File: src/rtl/timer_clint_pkg.sv
// Shared constants and helpers for the memory-mapped machine timer / software-interrupt block.
package timer_clint_pkg;

  localparam logic [31:0] CLINT_BASE = 32'h0200_0000;

  localparam logic [11:0] CLINT_MSIP        = 12'h000;
  localparam logic [11:0] CLINT_CTRL        = 12'h004;
  localparam logic [11:0] CLINT_MTIMECMP_LO = 12'h008;
  localparam logic [11:0] CLINT_MTIMECMP_HI = 12'h00C;
  localparam logic [11:0] CLINT_MTIME_LO    = 12'h010;
  localparam logic [11:0] CLINT_MTIME_HI    = 12'h014;

  localparam int unsigned REG_IDX_W = 10;

  localparam logic [REG_IDX_W-1:0] IDX_MSIP        = CLINT_MSIP[11:2];
  localparam logic [REG_IDX_W-1:0] IDX_CTRL        = CLINT_CTRL[11:2];
  localparam logic [REG_IDX_W-1:0] IDX_MTIMECMP_LO = CLINT_MTIMECMP_LO[11:2];
  localparam logic [REG_IDX_W-1:0] IDX_MTIMECMP_HI = CLINT_MTIMECMP_HI[11:2];
  localparam logic [REG_IDX_W-1:0] IDX_MTIME_LO    = CLINT_MTIME_LO[11:2];
  localparam logic [REG_IDX_W-1:0] IDX_MTIME_HI    = CLINT_MTIME_HI[11:2];

  localparam logic OP_READ  = 1'b0;
  localparam logic OP_WRITE = 1'b1;

  // Bus request payload as seen by the register block.
  typedef struct packed {
    logic                 sel;
    logic                 op;
    logic [REG_IDX_W-1:0] idx;
    logic [3:0]           mask;
    logic [31:0]          wdata;
  } clint_req_t;

  // Byte-lane merge: lanes with mask=1 take wdata, others keep old.
  function automatic logic [31:0] merge_bytes(input logic [31:0] old_val,
                                              input logic [31:0] wdata,
                                              input logic [3:0]  mask);
    logic [31:0] bmask;
    bmask = {{8{mask[3]}}, {8{mask[2]}}, {8{mask[1]}}, {8{mask[0]}}};
    return (old_val & ~bmask) | (wdata & bmask);
  endfunction

endpackage

File: src/rtl/timer_clint_if.sv
// Data-bus port of the timer block plus its interrupt outputs.
interface timer_clint_if;
  logic        io_sel;
  logic [31:0] io_addr;
  logic        io_op;
  logic [3:0]  io_mask;
  logic [31:0] io_wdata;
  logic [31:0] io_rdata;
  logic        io_timer_irq;
  logic        io_soft_irq;
  logic        io_interrupt;

  modport master (
    output io_sel, io_addr, io_op, io_mask, io_wdata,
    input  io_rdata, io_timer_irq, io_soft_irq, io_interrupt
  );

  modport slave (
    input  io_sel, io_addr, io_op, io_mask, io_wdata,
    output io_rdata, io_timer_irq, io_soft_irq, io_interrupt
  );
endinterface

File: src/rtl/timer_prescaler.sv
// Free-running divider: counts 0..PRESCALE-1 while enabled, holds when disabled.
module timer_prescaler #(
  parameter int unsigned PRESCALE = 100
) (
  input  logic clk,
  input  logic rst,
  input  logic en,
  output logic tick_c
);

  localparam int unsigned CNT_W = (PRESCALE > 1) ? $clog2(PRESCALE) : 1;
  localparam logic [CNT_W-1:0] CNT_MAX = CNT_W'(PRESCALE - 1);

  logic [CNT_W-1:0] count_q;

  always_ff @(posedge clk) begin
    if (rst) begin
      count_q <= '0;
    end else if (en) begin
      count_q <= (count_q == CNT_MAX) ? '0 : count_q + CNT_W'(1);
    end
  end

  assign tick_c = en && (count_q == CNT_MAX);

endmodule

File: src/rtl/timer_clint.sv
// Machine timer (64-bit mtime/mtimecmp) and MSIP software interrupt on the data bus.
// Define TIMER_SHADOW_READ_EN to latch mtime[63:32] on MTIME_LO reads for atomic 64-bit reads.
module timer_clint
  import timer_clint_pkg::*;
#(
  parameter int unsigned PRESCALE       = 100,
  parameter logic [63:0] MTIMECMP_RESET = 64'hFFFF_FFFF_FFFF_FFFF
) (
  input  logic          clk,
  input  logic          rst,
  timer_clint_if.slave  bus
);

  clint_req_t  req;
  logic        wr_c;
  logic        rd_c;
  logic        mtime_wr_c;
  logic        tick_c;
  logic        unused_addr_bits;

  logic [63:0] mtime_q,     mtime_d;
  logic [63:0] mtimecmp_q,  mtimecmp_d;
  logic        msip_q,      msip_d;
  logic        en_q,        en_d;
  logic        timer_irq_q, timer_irq_d;
  logic        intr_q,      intr_d;
  logic [31:0] rdata_q,     rdata_d;

  assign req = '{sel:   bus.io_sel,
                 op:    bus.io_op,
                 idx:   bus.io_addr[11:2],
                 mask:  bus.io_mask,
                 wdata: bus.io_wdata};

  assign unused_addr_bits = ^{bus.io_addr[31:12], bus.io_addr[1:0]};

  assign wr_c       = req.sel && (req.op == OP_WRITE);
  assign rd_c       = req.sel && (req.op == OP_READ);
  assign mtime_wr_c = wr_c && ((req.idx == IDX_MTIME_LO) || (req.idx == IDX_MTIME_HI));

  timer_prescaler #(.PRESCALE(PRESCALE)) u_prescaler (
    .clk    (clk),
    .rst    (rst),
    .en     (en_q),
    .tick_c (tick_c)
  );

`ifdef TIMER_SHADOW_READ_EN
  logic [31:0] shadow_q;

  // Capture the pre-increment HI alongside the LO value being returned.
  always_ff @(posedge clk) begin
    if (rst) begin
      shadow_q <= '0;
    end else if (rd_c && (req.idx == IDX_MTIME_LO)) begin
      shadow_q <= mtime_q[63:32];
    end
  end
`else
  logic unused_rd;
  assign unused_rd = rd_c;
`endif

  // Next-state for register file, compare and read mux.
  always_comb begin
    msip_d     = msip_q;
    en_d       = en_q;
    mtimecmp_d = mtimecmp_q;
    mtime_d    = mtime_q;
    rdata_d    = '0;

    if (wr_c) begin
      case (req.idx)
        IDX_MSIP:        if (req.mask[0]) msip_d = req.wdata[0];
        IDX_CTRL:        if (req.mask[0]) en_d   = req.wdata[0];
        IDX_MTIMECMP_LO: mtimecmp_d[31:0]  = merge_bytes(mtimecmp_q[31:0],  req.wdata, req.mask);
        IDX_MTIMECMP_HI: mtimecmp_d[63:32] = merge_bytes(mtimecmp_q[63:32], req.wdata, req.mask);
        IDX_MTIME_LO:    mtime_d[31:0]     = merge_bytes(mtime_q[31:0],     req.wdata, req.mask);
        IDX_MTIME_HI:    mtime_d[63:32]    = merge_bytes(mtime_q[63:32],    req.wdata, req.mask);
        default: ;
      endcase
    end

    // A software write to either mtime half suppresses the whole increment.
    if (tick_c && !mtime_wr_c) begin
      mtime_d = mtime_q + 64'd1;
    end

    case (req.idx)
      IDX_MSIP:        rdata_d = {31'd0, msip_q};
      IDX_CTRL:        rdata_d = {31'd0, en_q};
      IDX_MTIMECMP_LO: rdata_d = mtimecmp_q[31:0];
      IDX_MTIMECMP_HI: rdata_d = mtimecmp_q[63:32];
      IDX_MTIME_LO:    rdata_d = mtime_q[31:0];
`ifdef TIMER_SHADOW_READ_EN
      IDX_MTIME_HI:    rdata_d = shadow_q;
`else
      IDX_MTIME_HI:    rdata_d = mtime_q[63:32];
`endif
      default:         rdata_d = '0;
    endcase

    timer_irq_d = (mtime_q >= mtimecmp_q);
    intr_d      = timer_irq_d | msip_d;
  end

  always_ff @(posedge clk) begin
    if (rst) begin
      mtime_q     <= '0;
      mtimecmp_q  <= MTIMECMP_RESET;
      msip_q      <= 1'b0;
      en_q        <= 1'b1;
      timer_irq_q <= 1'b0;
      intr_q      <= 1'b0;
      rdata_q     <= '0;
    end else begin
      mtime_q     <= mtime_d;
      mtimecmp_q  <= mtimecmp_d;
      msip_q      <= msip_d;
      en_q        <= en_d;
      timer_irq_q <= timer_irq_d;
      intr_q      <= intr_d;
      rdata_q     <= rdata_d;
    end
  end

  // Interrupt is its own flop fed by the OR of the next irq values, so it never glitches.
  assign bus.io_rdata     = rdata_q;
  assign bus.io_timer_irq = timer_irq_q;
  assign bus.io_soft_irq  = msip_q;
  assign bus.io_interrupt = intr_q;

endmodule

File: src/flat_wrapper.sv
// flat-port wrapper written by rule: the top's interface ports become plain ports
module timer_clint_flat import timer_clint_pkg::*;
#(
  parameter int unsigned PRESCALE       = 100,
  parameter logic [63:0] MTIMECMP_RESET = 64'hFFFF_FFFF_FFFF_FFFF
)
  (clk, rst, bus_io_sel, bus_io_addr, bus_io_op, bus_io_mask, bus_io_wdata, bus_io_rdata, bus_io_timer_irq, bus_io_soft_irq, bus_io_interrupt);
  timer_clint_if bus_i ();
  input  logic clk;
  input  logic rst;
  input wire logic [$bits(bus_i.io_sel)-1:0] bus_io_sel;
  input wire logic [$bits(bus_i.io_addr)-1:0] bus_io_addr;
  input wire logic [$bits(bus_i.io_op)-1:0] bus_io_op;
  input wire logic [$bits(bus_i.io_mask)-1:0] bus_io_mask;
  input wire logic [$bits(bus_i.io_wdata)-1:0] bus_io_wdata;
  output wire logic [$bits(bus_i.io_rdata)-1:0] bus_io_rdata;
  output wire logic [$bits(bus_i.io_timer_irq)-1:0] bus_io_timer_irq;
  output wire logic [$bits(bus_i.io_soft_irq)-1:0] bus_io_soft_irq;
  output wire logic [$bits(bus_i.io_interrupt)-1:0] bus_io_interrupt;
  assign bus_i.io_sel = bus_io_sel;
  assign bus_i.io_addr = bus_io_addr;
  assign bus_i.io_op = bus_io_op;
  assign bus_i.io_mask = bus_io_mask;
  assign bus_i.io_wdata = bus_io_wdata;
  assign bus_io_rdata = bus_i.io_rdata;
  assign bus_io_timer_irq = bus_i.io_timer_irq;
  assign bus_io_soft_irq = bus_i.io_soft_irq;
  assign bus_io_interrupt = bus_i.io_interrupt;
  timer_clint #(.PRESCALE(PRESCALE), .MTIMECMP_RESET(MTIMECMP_RESET)) u_core (.clk(clk), .rst(rst), .bus(bus_i));
endmodule
File: config.mk
export PLATFORM = sky130hd
export DESIGN_NAME = timer_clint_flat
export DESIGN_NICKNAME = d
export VERILOG_FILES = /design/src/rtl/timer_clint_pkg.sv /design/src/rtl/timer_clint_if.sv /design/src/rtl/timer_prescaler.sv /design/src/rtl/timer_clint.sv /design/src/flat_wrapper.sv
export SDC_FILE = /design/constraint.sdc
export NUM_CORES = 1
export LEC_CHECK = 0
export BUFFER_PORTS_ARGS = -buffer_cell sky130_fd_sc_hd__buf_2
export CAP_MARGIN = 20
export CORE_ASPECT_RATIO = 0.8
export CORE_MARGIN = 10
export CORE_UTILIZATION = 50
export CTS_CLUSTER_SIZE = 8
export DETAILED_ROUTE_END_ITERATION = 8
export PLACE_DENSITY = 0.72
export SYNTH_ARGS = -nofsm -noshare
export SYNTH_HDL_FRONTEND = slang
export SYNTH_SLANG_ARGS = --single-unit
File: constraint.sdc
create_clock -name clk -period 2.2 [get_ports clk]
set_input_delay 0.22 -clock clk [delete_from_list [all_inputs] [get_ports clk]]
set_output_delay 0.22 -clock clk [all_outputs]
set_load 0.1 [all_outputs]
==> summary.txt <==
Worst setup path
  – Crit path kind: flip-flop to flip-flop
  – CP required: 2.50 ns
  – Reg2reg path depth: 12
  – Worst path bufs/invs: 5
  – Worst path slowest cell: dfxtp_2
  – Critical path cell sequence: ha_4 -> nor4b_4 -> nand4_4 -> buf_6 -> buf_8 -> nor2_4 -> buf_6 -> buf_6 -> buf_6 -> nand2_4 -> o41ai_2 -> a211oi_2
  – CP most frequent cell: buf_6
  – RR Startpoint: u_core.u_prescaler.count_q[1]
  – FF-to-FF setup slack: -0.24 ns
  – CP Max Fanout: 7
  – Worst setup EP type: flip-flop
  – Crit path max-delay family: buffers and inverters
  – Slowest Stage Delay on Critical Path: 0.36 ns
  – Startpoint Class: flip-flop
  – Worst EP arrival: 2.74 ns

Timing
  – Worst setup margin: -0.238 ns
  – Setup violators final: 40
  – WHS: 0.0360 ns
  – Period minus WS final: 2.44 ns
  – Final Max Tran Viols: 0
  – Unrepaired setup endpoints after global routing: yes
  – Clock Skews: around 0.011 ns
  – Worst-Margin Slew: around 0.59 ns
  – Fmax: 0.410 GHz
  – Final Hold Fails: 0
  – Tcrit/Tclk final: 111%
  – Relative slew margins: a little over 60%

Synth
  – Post-synthesis register bit count: 171
  – Distinct cells, synth: 81
  – Post-synth top flop: dfxtp_1
  – Syn avg cell area: 8.10 um2
  – Synth warn: 0
  – Post-Syn Nets: 1411
  – Cells after Synth: 1273
  – Post-synth EDFFs: 0
  – Syn Std Cell Area: between 10000 and 15000 um2
  – Sequential-to-total area share from yosys stat: between 30 and 40%
  – Async SR Flop Fraction: 0%

Run
  – Max cap viols: 0

Global routing
  – Total grt overflow: 0
  – Vias in the first global route: 11281
  – Total Routing Usage GR: 29.2%
  – Largest net degree at the start of global routing: 45
  – Global-route wire length before repair: 63500 um
  – Initial antenna violation count: 0

Clock tree
  – CTS tree: yes
  – Root Driver: clkbuf_16
  – Post-CTS Hold Fix Bufs: 0
  – Clock insertion delay at the later pin of the skew report: approximately 0.45 ns
  – CTS buffer count: 17
  – Clock tree buffer depth: 2
  – H-Tree Depth: 4
  – Sink Count: roughly 170
  – Clock Pin Slew Worst Setup and Hold Paths: 0.07 ns

Layout
  – Layout cells sized above 1: 39.1%
  – Ant. Diodes: 0
  – Area delta synth->final: 44.1%
  – Finished Cell Area: 14900 um2
  – Final Util: 74.2%
  – Post-layout nets: 1753

Min path
  – Hold path depth: 3
  – Hold_sp: bus_io_wdata[11]
  – Min-Delay Path Class: input port to flip-flop

Placed design
  – Routability cong.: 1.02
  – IO buf count: 84
  – Hpwl dp: 29500 um
  – Post-DP Area: 12800 um2

Die
  – Area of the die: around 27000 um2
  – Rows: 46
  – Die H: 148 um
  – Num ports: 107
  – Die W: 181 um
  – Core area: about 20000 um2
  – Initial Util: 51.5%

Power and ir drop
  – Maximum vdd drop: 0.451 mV
  – Static Leak: 6.54 nW
  – Overall Power: 6.45 mW
  – P per Cell Area: 434 nW/um2

Routing
  – Via count: around 12000
  – WL final: 43200 um
  – DRC: 0
  – Post-DRT Antenna Nets: 0
  – Via/cell ratio: 6.59
  – Starting DRT DRC Count: 1781
  – DRT Pass-1 Iters: 8
  – Avg WL per Cell: 22.9 um

Status
  – Status: finished, violations left
  – Failing checks: setup timing
==> metal layers <==
| metal | track usage (%) | wire length (um) | vias up |
|---|---|---|---|
| met2 | 44.2 | 18800 | 918 |
| li1 | - | - | 5483 |
| met5 | 0 | 0 | - |
| met4 | 8.47 | 1300 | 0 |
| met3 | 5.12 | 5450 | 126 |
| met1 | 41.3 | 17700 | 5933 |
==> cell type report <==
class,count,area (um2)
Fill cell,1439,5160
Tap cell,264,330
Multi-Input combinational cell,950,7130
Timing Repair Buffer,400,3090
Clock buffer,18,429
Clock inverter,14,135
Inverter,75,282
Sequential cell,171,3470
==> kinds of logic after synthesis <==
kind of cell               after synthesis  synth area share (%)
DFF                                    171                  33.2
buffers and inverters                  152                  6.22
and+or+nand+nor                        477                  23.5
muxes                                   40                  4.04
AOI/OAI and AO/OA                      360                  24.4
adders and majority gates               66                  8.01
xor gates and xnor gates                 7                 0.594
==> worst register-to-register path: stages (launching register included) <==
cell and delay [ns]:
dfxtp_2 0.36, ha_4 0.14, nor4b_4 0.26, nand4_4 0.16, buf_6 0.16, buf_8 0.13, nor2_4 0.19, buf_6 0.13
buf_6 0.12, buf_6 0.13, nand2_4 0.04, o41ai_2 0.32, a211oi_2 0.17
==> synth_stat cells, types with 4 or more instances <==
cell,number,area [um2]
and3_1,30,188
buf_2,15,75.1
or3_1,9,56.3
nor4_1,23,144
mux2i_1,27,270
a31oi_1,19,119
a311oi_1,7,61.3
a21oi_1,85,425
dfxtp_1,171,3420
o211ai_1,67,503
o221a_2,4,45.0
nand4_1,40,250
a222oi_1,15,150
inv_1,74,278
mux2_2,13,146
nor3_1,34,170
nand3_1,52,260
and2_1,6,37.5
o21ai_0,56,280
xor2_1,4,35.0
and4_1,17,149
nand2_1,133,499
a221oi_1,23,201
nor2_1,104,390
a21boi_0,4,30.0
o21a_1,6,45.0
a211oi_1,13,97.6
a21o_1,14,105
buf_6,5,56.3
nand2b_1,4,25.0
buf_4,4,30.0
clkbuf_1,52,195
ha_1,66,826
==> repair_timing <==
item,CTS,global route
resized for setup,72,173
cloned,2,3
buffers inserted,20,36
pin swaps,36,64
endpoints found under the setup margin,35,48
==> metrics by stage <==
step | worst slack [ns] | instances | TNS (ns)
3_5_place_dp | -0.295 | 1805 | -12.88
5_1_grt | -0.319 | 1892 | -5.34
6_report | -0.238 | 1892 | -2.56
2_1_floorplan | -0.0699 | 1273 | -0.436
3_3_place_gp | -0.304 | 1805 | -11.51
4_1_cts | -0.0649 | 1857 | -0.361
==> report_power, final <==
| part | internal [mW] | switching, mW |
|---|---|---|
| registers | 3.09 | 0.00524 |
| clock network | 1.58 | 1.42 |
| logic | 0.124 | 0.223 |
==> cells in the final DEF, fill, tap and decap left out, types with 13 or more instances in the layout <==
master and n:
buf_2 84, nor2_1 96, a21oi_1 66, a21o_1 14, mux2i_1 27, dfxtp_2 29
clkbuf_16 20, nor4_2 14, ha_1 47, a21oi_2 19, nand3_1 46, buf_6 28
o21ai_0 27, o211ai_1 67, mux2_2 13, buf_4 272, nor3_1 28, o21ai_1 21
inv_1 64, dfxtp_1 139, a221oi_1 17, nand4_1 40, and3_1 20, and4_1 16
a222oi_1 15, a31oi_1 19, ha_4 18, nand2_1 129
==> worst max path at each step <==
| stage | end | startpoint | cells past startpoint |
|---|---|---|---|
| global placement | flip-flop | flip-flop | 7 |
| finish | flip-flop | u_core.u_prescaler.count_q[1] | 12 |
| detailed placement | flip-flop | bus_io_addr[8] | 9 |
| floorplan | flip-flop | bus_io_addr[8] | 7 |
| global route | flip-flop | u_core.u_prescaler.count_q[1] | 12 |
| CTS | flip-flop | flip-flop | 8 |
No activity file was read; power rests on OpenSTA's default activity.
